==> config.mk <==
export PLATFORM = sky130hd
export DESIGN_NAME = ntt_coef_loader
export DESIGN_NICKNAME = d
export VERILOG_FILES = /design/src/rtl/ntt_pkg.sv /design/src/rtl/ntt_lane_packer.sv /design/src/rtl/ntt_coef_loader.sv
export SDC_FILE = /design/constraint.sdc
export NUM_CORES = 1
export LEC_CHECK = 0
export ABC_AREA = 1
export CAP_MARGIN = 20
export CORE_AREA = 2 2 159 161
export DETAILED_ROUTE_END_ITERATION = 10
export DIE_AREA = 0 0 161 163
export PLACE_DENSITY = 0.74
export SYNTH_ARGS = -nofsm -noshare
export SYNTH_HDL_FRONTEND = slang
export SYNTH_SLANG_ARGS = --single-unit
==> constraint.sdc <==
create_clock -name CLK -period 5.8 [get_ports CLK]
set_input_delay 1.16 -clock CLK [delete_from_list [all_inputs] [get_ports CLK]]
set_output_delay 1.16 -clock CLK [all_outputs]
set_load 0.02 [all_outputs]
==> src/rtl/ntt_pkg.sv <==
// Shared constants and FSM state type for the NTT coefficient loader.
package ntt_pkg;
    localparam int COEF_W = 32;
    localparam int DW     = 128;
    localparam int WL     = 32;
    localparam int N_COEF = 128;
    localparam int LANES  = 4;
    localparam int ADDR_W = 13;

    typedef enum logic [1:0] {
        S_IDLE  = 2'd0,
        S_LOAD  = 2'd1,
        S_FLUSH = 2'd2,
        S_DONE  = 2'd3
    } ntt_state_e;
endpackage

==> src/rtl/ntt_lane_packer.sv <==
// Assembles four coefficients into one BRAM line; lanes not yet written in the
// current line read as zero, so a short final line comes out zero-filled.
module ntt_lane_packer #(
    parameter int COEF_W = 32,
    parameter int LANES  = 4
) (
    input  logic                      CLK,
    input  logic                      RST,
    input  logic                      clear,
    input  logic                      load,
    input  logic [1:0]                lane,
    input  logic [COEF_W-1:0]         data,
    output logic [COEF_W*LANES-1:0]   line
);
    logic [COEF_W*LANES-1:0] line_q;

    // Lane 0 opens a fresh line, discarding the previous line's contents.
    always_comb begin
        line = (lane == 2'd0) ? '0 : line_q;
        line[lane*COEF_W +: COEF_W] = data;
    end

    always_ff @(posedge CLK) begin
        if (RST || clear) begin
            line_q <= '0;
        end else if (load) begin
            line_q <= line;
        end
    end
endmodule

==> src/rtl/ntt_coef_loader.sv <==
// Loads one 128-coefficient frame from an AXI-style stream into a 32-line BRAM,
// four coefficients per line, and reports framing errors on tlast placement.
module ntt_coef_loader
    import ntt_pkg::*;
#(
    parameter int COEF_W = ntt_pkg::COEF_W,
    parameter int DW     = ntt_pkg::DW,
    parameter int WL     = ntt_pkg::WL
) (
    input  logic              CLK,
    input  logic              RST,
    input  logic              start,
    input  logic [COEF_W-1:0] ss_tdata,
    input  logic              ss_tvalid,
    input  logic              ss_tlast,
    output logic              ss_tready,
    output logic              bram_EN,
    output logic [3:0]        bram_WE,
    output logic [12:0]       bram_A,
    output logic [DW-1:0]     bram_Di,
    output logic              busy,
    output logic              done,
    output logic              err,
    output ntt_state_e        state_dbg
);
    localparam int N_BEATS = 4 * WL;
    localparam int CNT_W   = $clog2(N_BEATS);

    ntt_state_e       state;
    logic [CNT_W-1:0] beat_cnt;
    logic [DW-1:0]    packed_line;
    logic             enter_load;
    logic             accept;
    logic             last_beat;
    logic             line_full;
    logic             final_beat;

    // Handshake: a beat transfers on a rising edge where ss_tvalid and ss_tready
    // are both high; ss_tready is a registered copy of "state is LOAD", so the
    // upstream sees it a full cycle before the edge it applies to.
    assign enter_load = start && (state == S_IDLE || state == S_DONE);
    assign accept     = ss_tvalid && ss_tready && (state == S_LOAD);
    assign last_beat  = (beat_cnt == CNT_W'(N_BEATS - 1));
    assign line_full  = (beat_cnt[1:0] == 2'd3);
    assign final_beat = ss_tlast || last_beat;
    assign state_dbg  = state;

    ntt_lane_packer #(
        .COEF_W (COEF_W),
        .LANES  (4)
    ) u_packer (
        .CLK   (CLK),
        .RST   (RST),
        .clear (enter_load),
        .load  (accept),
        .lane  (beat_cnt[1:0]),
        .data  (ss_tdata),
        .line  (packed_line)
    );

    always_ff @(posedge CLK) begin
        if (RST) begin
            state     <= S_IDLE;
            beat_cnt  <= '0;
            ss_tready <= 1'b0;
            bram_EN   <= 1'b0;
            bram_WE   <= 4'h0;
            bram_A    <= '0;
            bram_Di   <= '0;
            busy      <= 1'b0;
            done      <= 1'b0;
            err       <= 1'b0;
        end else begin
            bram_EN <= 1'b0;
            bram_WE <= 4'h0;
            case (state)
                S_IDLE, S_DONE: begin
                    if (start) begin
                        state     <= S_LOAD;
                        beat_cnt  <= '0;
                        ss_tready <= 1'b1;
                        busy      <= 1'b1;
                        done      <= 1'b0;
                        err       <= 1'b0;
                    end
                end
                S_LOAD: begin
                    if (accept) begin
                        beat_cnt <= beat_cnt + 1'b1;
                        if (line_full || final_beat) begin
                            bram_EN <= 1'b1;
                            bram_WE <= 4'hF;
                            bram_A  <= 13'({beat_cnt[CNT_W-1:2], 2'b00});
                            bram_Di <= packed_line;
                        end
                        // Either tlast or the 128th beat closes the frame.
                        if (final_beat) begin
                            state     <= S_FLUSH;
                            ss_tready <= 1'b0;
                            err       <= !(ss_tlast && last_beat);
                        end
                    end
                end
                S_FLUSH: begin
                    state <= S_DONE;
                    busy  <= 1'b0;
                    done  <= 1'b1;
                end
                default: state <= S_IDLE;
            endcase
        end
    end
endmodule

# After elaboration in Yosys (flattened, before gate mapping)
# Index checks and enable logic that the tools add are counted.
[word_totals]
regBits = 279
in_bits = 37
output_inout_bits = 152
[classes]
n_bitwise = 2
eq_ne = 8
muxes = 21
shift = 2
addsub = 2
reduce_logical = 20
[op_table]
columns = ["op", "n"]
rows = [
  ["$bwmux 128", 1],
  ["$mux 128", 1],
  ["$shift 32x34->128 const A", 1],
  ["$shiftx 32x34->128", 1],
  ["$neg 7->34", 1],
  ["$mux 7", 2],
  ["$pmux 7 s2", 1],
  ["$reduce_and 3->1", 3],
  ["$pmux 1 s2", 4],
  ["$add 7x1->7 const B", 1],
  ["$eq 7x7->1 const B", 1],
  ["$mux 1", 7],
  ["$eq 2x2->1 const B", 3],
  ["$mux 2", 3],
  ["$ne 2x2->1 const B", 3],
  ["$pmux 2 s3", 1],
  ["$logic_and 1x1->1", 4],
  ["$logic_not 2->1", 2],
  ["$logic_or 1x1->1", 4],
  ["$mux 4", 1],
  ["$reduce_and 4->1", 1],
  ["$reduce_bool 2->1", 2],
  ["$reduce_or 3->1", 1],
  ["$eq 2x1->1 const B", 1],
  ["other kinds (4)", 5],
]

# Logic depth before layout (Yosys ltp)
[logic_depth]
word_depth = 6
depth_mapped = 13

# By module
# From an unflattened synthesis, not the netlist that was laid out.
[hier_totals]
cells_unflattened = 2046
hier_area_um2 = 13085.0
[modules_own_cells]
columns = ["mod", "area_per_inst_um2", "cells_per_inst", "instances"]
rows = [
  ["ntt_lane_packer", 7669.9, 1359, 1],
  ["ntt_coef_loader", 5415.2, 687, 1],
]

# Worst setup path before layout
# No wires, ideal clock.
[synth_timing]
path_type = "reg-to-reg"
start = "register beat_cnt[0]"
end = "register u_packer.line_q[101]"
n_path_buf = 3
arrival_ps = 2217
slack_ps = 3526
stages_incl_launch_ff = 11
synth_period_minus_slack_ps = 2274
setup_time_ps = 57
path_cell_list = "dfxtp_1 > clkbuf_1 > inv_1 > buf_1 > ha_1 > nor3_4 > inv_2 > buf_2 > o21ai_1 > o21bai_1 > inv_1"
[synth_via]
elab_chain_cells = 3
elab_cells_between_ends = 6
classes_between = "add/sub (1); shift (2); mux (2); reduce/logical (1)"
[synth_rtl]
columns = ["item", "line", "rtl"]
rows = [
  ["from (decl)", "ntt_coef_loader.sv:30", "logic [CNT_W-1:0] beat_cnt;"],
  ["from (signal assigned)", "ntt_coef_loader.sv:89", "beat_cnt <= beat_cnt + 1'b1;"],
  ["$neg 7->34 / $logic_not 2->1 (equally long branches)", "ntt_lane_packer.sv:20, ntt_lane_packer.sv:19", ""],
  ["$shiftx 32x34->128, or another cell as far along", "ntt_lane_packer.sv:20", "line[lane*COEF_W +: COEF_W] = data;"],
  ["$bwmux 128 *", "ntt_lane_packer.sv:20", ""],
  ["to (signal assigned)", "ntt_lane_packer.sv:27", "line_q <= line;"],
  ["to (decl)", "ntt_lane_packer.sv:15", "logic [COEF_W*LANES-1:0] line_q;"],
]
# Mark *: on every way between the ends. The rest lies on a longest branch, timed or not.
# A chain may end at the register's enable or synchronous reset.

# Final worst setup path
[layout_timing]
start = "input port ss_tvalid"
end = "register bram_Di[103]"
[layout_via]
elab_chain_cells = 3
[layout_rtl]
columns = ["item", "line", "rtl"]
rows = [
  ["from (decl)", "ntt_coef_loader.sv:14", "input logic ss_tvalid,"],
  ["$logic_and 1x1->1 (2 in series)", "ntt_coef_loader.sv:42", "assign accept = ss_tvalid && ss_tready && (state == S_LOAD);"],
  ["$reduce_and 3->1 (no source line)", "-", ""],
  ["to (signal assigned)", "ntt_coef_loader.sv:94", "bram_Di <= packed_line;"],
  ["to (decl)", "ntt_coef_loader.sv:20", "output logic [DW-1:0] bram_Di,"],
]
# No other way between the ends.

==> results_dict.tcl <==
set metrics [dict create \
    die_w_um 161 \
    power.switching_w 0.00135 \
    synth_seq_area_share 0.453 \
    routed-via-count 11609 \
    place_inst 2061 \
    worstMarginPinSlew_ns 1.10 \
    maxCapViolations 0 \
    drtPass1Iterations 5 \
    final_cell_mix "dfxtp_1, nand2_1, o21ai_0, nand3_1, inv_1" \
    dp_hpwl_um 22600 \
    preCtsSetupSlack_ns 1.70 \
    p_int_w 0.00340 \
    clkTransAtPathRegs_ns 0.06 \
    powerDensity_nw_per_um2 319 \
    drc_errors 0 \
    synth.area.top_cells "dfxtp_1, o21ai_0, nand3_1, nand2_1, inv_1" \
    synth_area_um2 12100 \
    place_area_um2 13900 \
    ctsHoldBuffers 0 \
    drv_slew 0 \
    path_class "in2reg" \
    fin_nets 1809 \
    final_core_util 0.603 \
    die_h_um 163 \
    hold_end "bram_Di[71]$_SDFFE_PP0P_" \
    setup_viol 0 \
    design_area_um2 14900 \
    hold_path_class "reg2reg" \
    hold_path_depth 2 \
    swShare 0.284 \
    post-route-period-util 0.614 \
    post-cts-setup-buffer-count 0 \
    wl_per_cell_um 16.5 \
    worst_r2r_path_depth 8 \
    stdcell_count 2116 \
    cts_buffers 29 \
    antenna_found_initial 0 \
    final.setup.worst_slack_ns 2.24 \
    portBuffers 180 \
    layout_commonest_cell "dfxtp_1" \
    wl_um 34900 \
    rsz0062_at_grt "no" \
    synth-edff-count 0 \
    r2r_end "bram_Di[103]$_SDFFE_PP0P_" \
    grt_max_degree 105 \
    vdd_drop_max_mv 0.212 \
    cts_tree "built" \
    h-tree-depth 1 \
    antenna_cells 0 \
    ys_ff_latch 275 \
    worstSkewPairLatency_ns 0.55 \
    vias_per_cell 5.49 \
    rows 58 \
    power_frac_clock 0.405 \
    synthDistinctLibCells 30 \
    cp-end-kind "flop" \
    drtIter0Drc 1069 \
    yosysTopAreaCellShare 0.453 \
    synth_flop_cell "dfxtp_1" \
    fin_skew_ns 0.0153 \
    synth_top_area_cell "dfxtp_1" \
    final_layout_size_suffix_gt1_frac 0.0470 \
    cts_root_buf "clkbuf_16" \
    synthCells 1666 \
    synth_area_per_cell_um2 7.29 \
    yosysWarnings 0 \
    track_usage 0.259 \
    grt_pass1_wl_um 55200 \
    reg2reg_from "beat_cnt[0]$_SDFFE_PP0P_" \
    start_util 0.492 \
    grt_pass1_vias 10605 \
    ant_nets 0 \
    gp_congestion 0.836 \
    arrival_ns 4.04 \
    overflow 0 \
    hp-start "bram_Di[71]$_SDFFE_PP0P_" \
    clockBufferDepth 3 \
    fp.dieArea_um2 26200 \
    syn_to_final_growth_pct 22.6 \
    final-hold-violation-count 0 \
    leakage_nw 6.39 \
    worst_ep_required_time_ns 6.28 \
    tns_ns 0 \
    cts-resized-gates 0 \
    fmax_ghz 0.281 \
    numClockSinks 275 \
    comb_power_share 0.162 \
    core_um2 24700 \
    rrSetupSlack_ns 2.60 \
    max_slew_margin 0.270 \
    synthArstFlopShare 0 \
    crit_path_max_fanout 52 \
    io_pins 189 \
    status "complete, no violations" \
    cp-start-kind "primary input" \
    period_minus_slack_ns 3.56 \
    sequentialPowerShare 0.432 \
]
## sequential cells by signal (all words and copies together), names as in the netlist
register / flops
bram_Di: 128
ss_tready: 1
bram_WE: 1
err: 1
state_dbg: 2
beat_cnt: 7
done: 1
bram_A: 5
busy: 1
u_packer.line_q: 128
## cells in the mapped netlist (2+ instances only)
library cell	number
nand2_1	228
nand3_1	221
ha_1	9
o31ai_1	23
o21ai_0	224
inv_2	9
buf_2	40
o211ai_1	27
o21bai_1	55
o21ai_1	35
o21a_1	11
dfxtp_1	275
nor2_1	151
buf_6	2
buf_1	15
nor3_1	3
a21oi_1	61
inv_1	185
nor2_4	2
nor2_8	2
buf_4	18
clkbuf_1	62
## power by group through the flow
stage	sequential [W]	clock, W	combinational, W
final	0.00205	0.00192	0.000770
after global placement	0.00209	0	0.000748
after global routing	0.00206	0.00202	0.000849
after CTS	0.00205	0.00195	0.000761
after floorplan	0.00213	0	0.000461
after detailed placement	0.00209	0	0.000758
## worst max-delay path, cell delays in order
cell,delay [ns]
clkdlybuf4s50_1,0.47
nand2_1,0.15
nor2_8,0.13
inv_2,0.07
nor2_8,0.48
nand2_1,0.62
inv_2,0.69
nand2_1,0.14
nand2_1,0.08
## layout make-up
| cell class | count | area, µm² |
|---|---|---|
| inverter | 195 | 736 |
| multi-input combinational | 1066 | 5300 |
| clock inverter | 13 | 149 |
| sequential | 275 | 5510 |
| tap | 330 | 413 |
| timing repair buffer | 196 | 1940 |
| clock buffer | 41 | 851 |
| fill | 2275 | 9780 |
## through the flow
step,total power (W),hold slack (ns)
finish,0.00475,0.474
global route,0.00493,0.493
CTS,0.00476,0.475
detailed placement,0.00285,0.461
global placement,0.00284,0.461
floorplan,0.00259,0.444
## worst max path at each step
stage                                         from                                 to  slack [ns]  cells past startpoint
after floorplan           beat_cnt[0]$_SDFFE_PP0P_  u_packer.line_q[101]$_SDFFE_PP0P_        3.53                     10
after global placement                   ss_tvalid          bram_Di[104]$_SDFFE_PP0P_        1.78                      9
after detailed placement                 ss_tvalid          bram_Di[103]$_SDFFE_PP0P_        1.70                      9
after CTS                                ss_tvalid          bram_Di[103]$_SDFFE_PP0P_        2.24                      9
after global routing                     ss_tvalid           bram_Di[71]$_SDFFE_PP0P_        2.03                      9
final                                    ss_tvalid          bram_Di[103]$_SDFFE_PP0P_        2.24                      9
## metal layers
metal,share of wire,up-vias,global-route usage
met1,0.44,5426,0.355
li1,-,5633,-
met4,0.033,0,0.0942
met5,0,-,0
met2,0.45,470,0.412
met3,0.082,80,0.0433
## logic make-up after synthesis
| logic type | synth area share |
|---|---|
| simple gates | 0.219 |
| flops | 0.453 |
| buf+inv | 0.114 |
| other cells | 0.000309 |
| fa+ha+maj | 0.00927 |
| compound gates | 0.205 |
(Power assumes the default switching activity.)
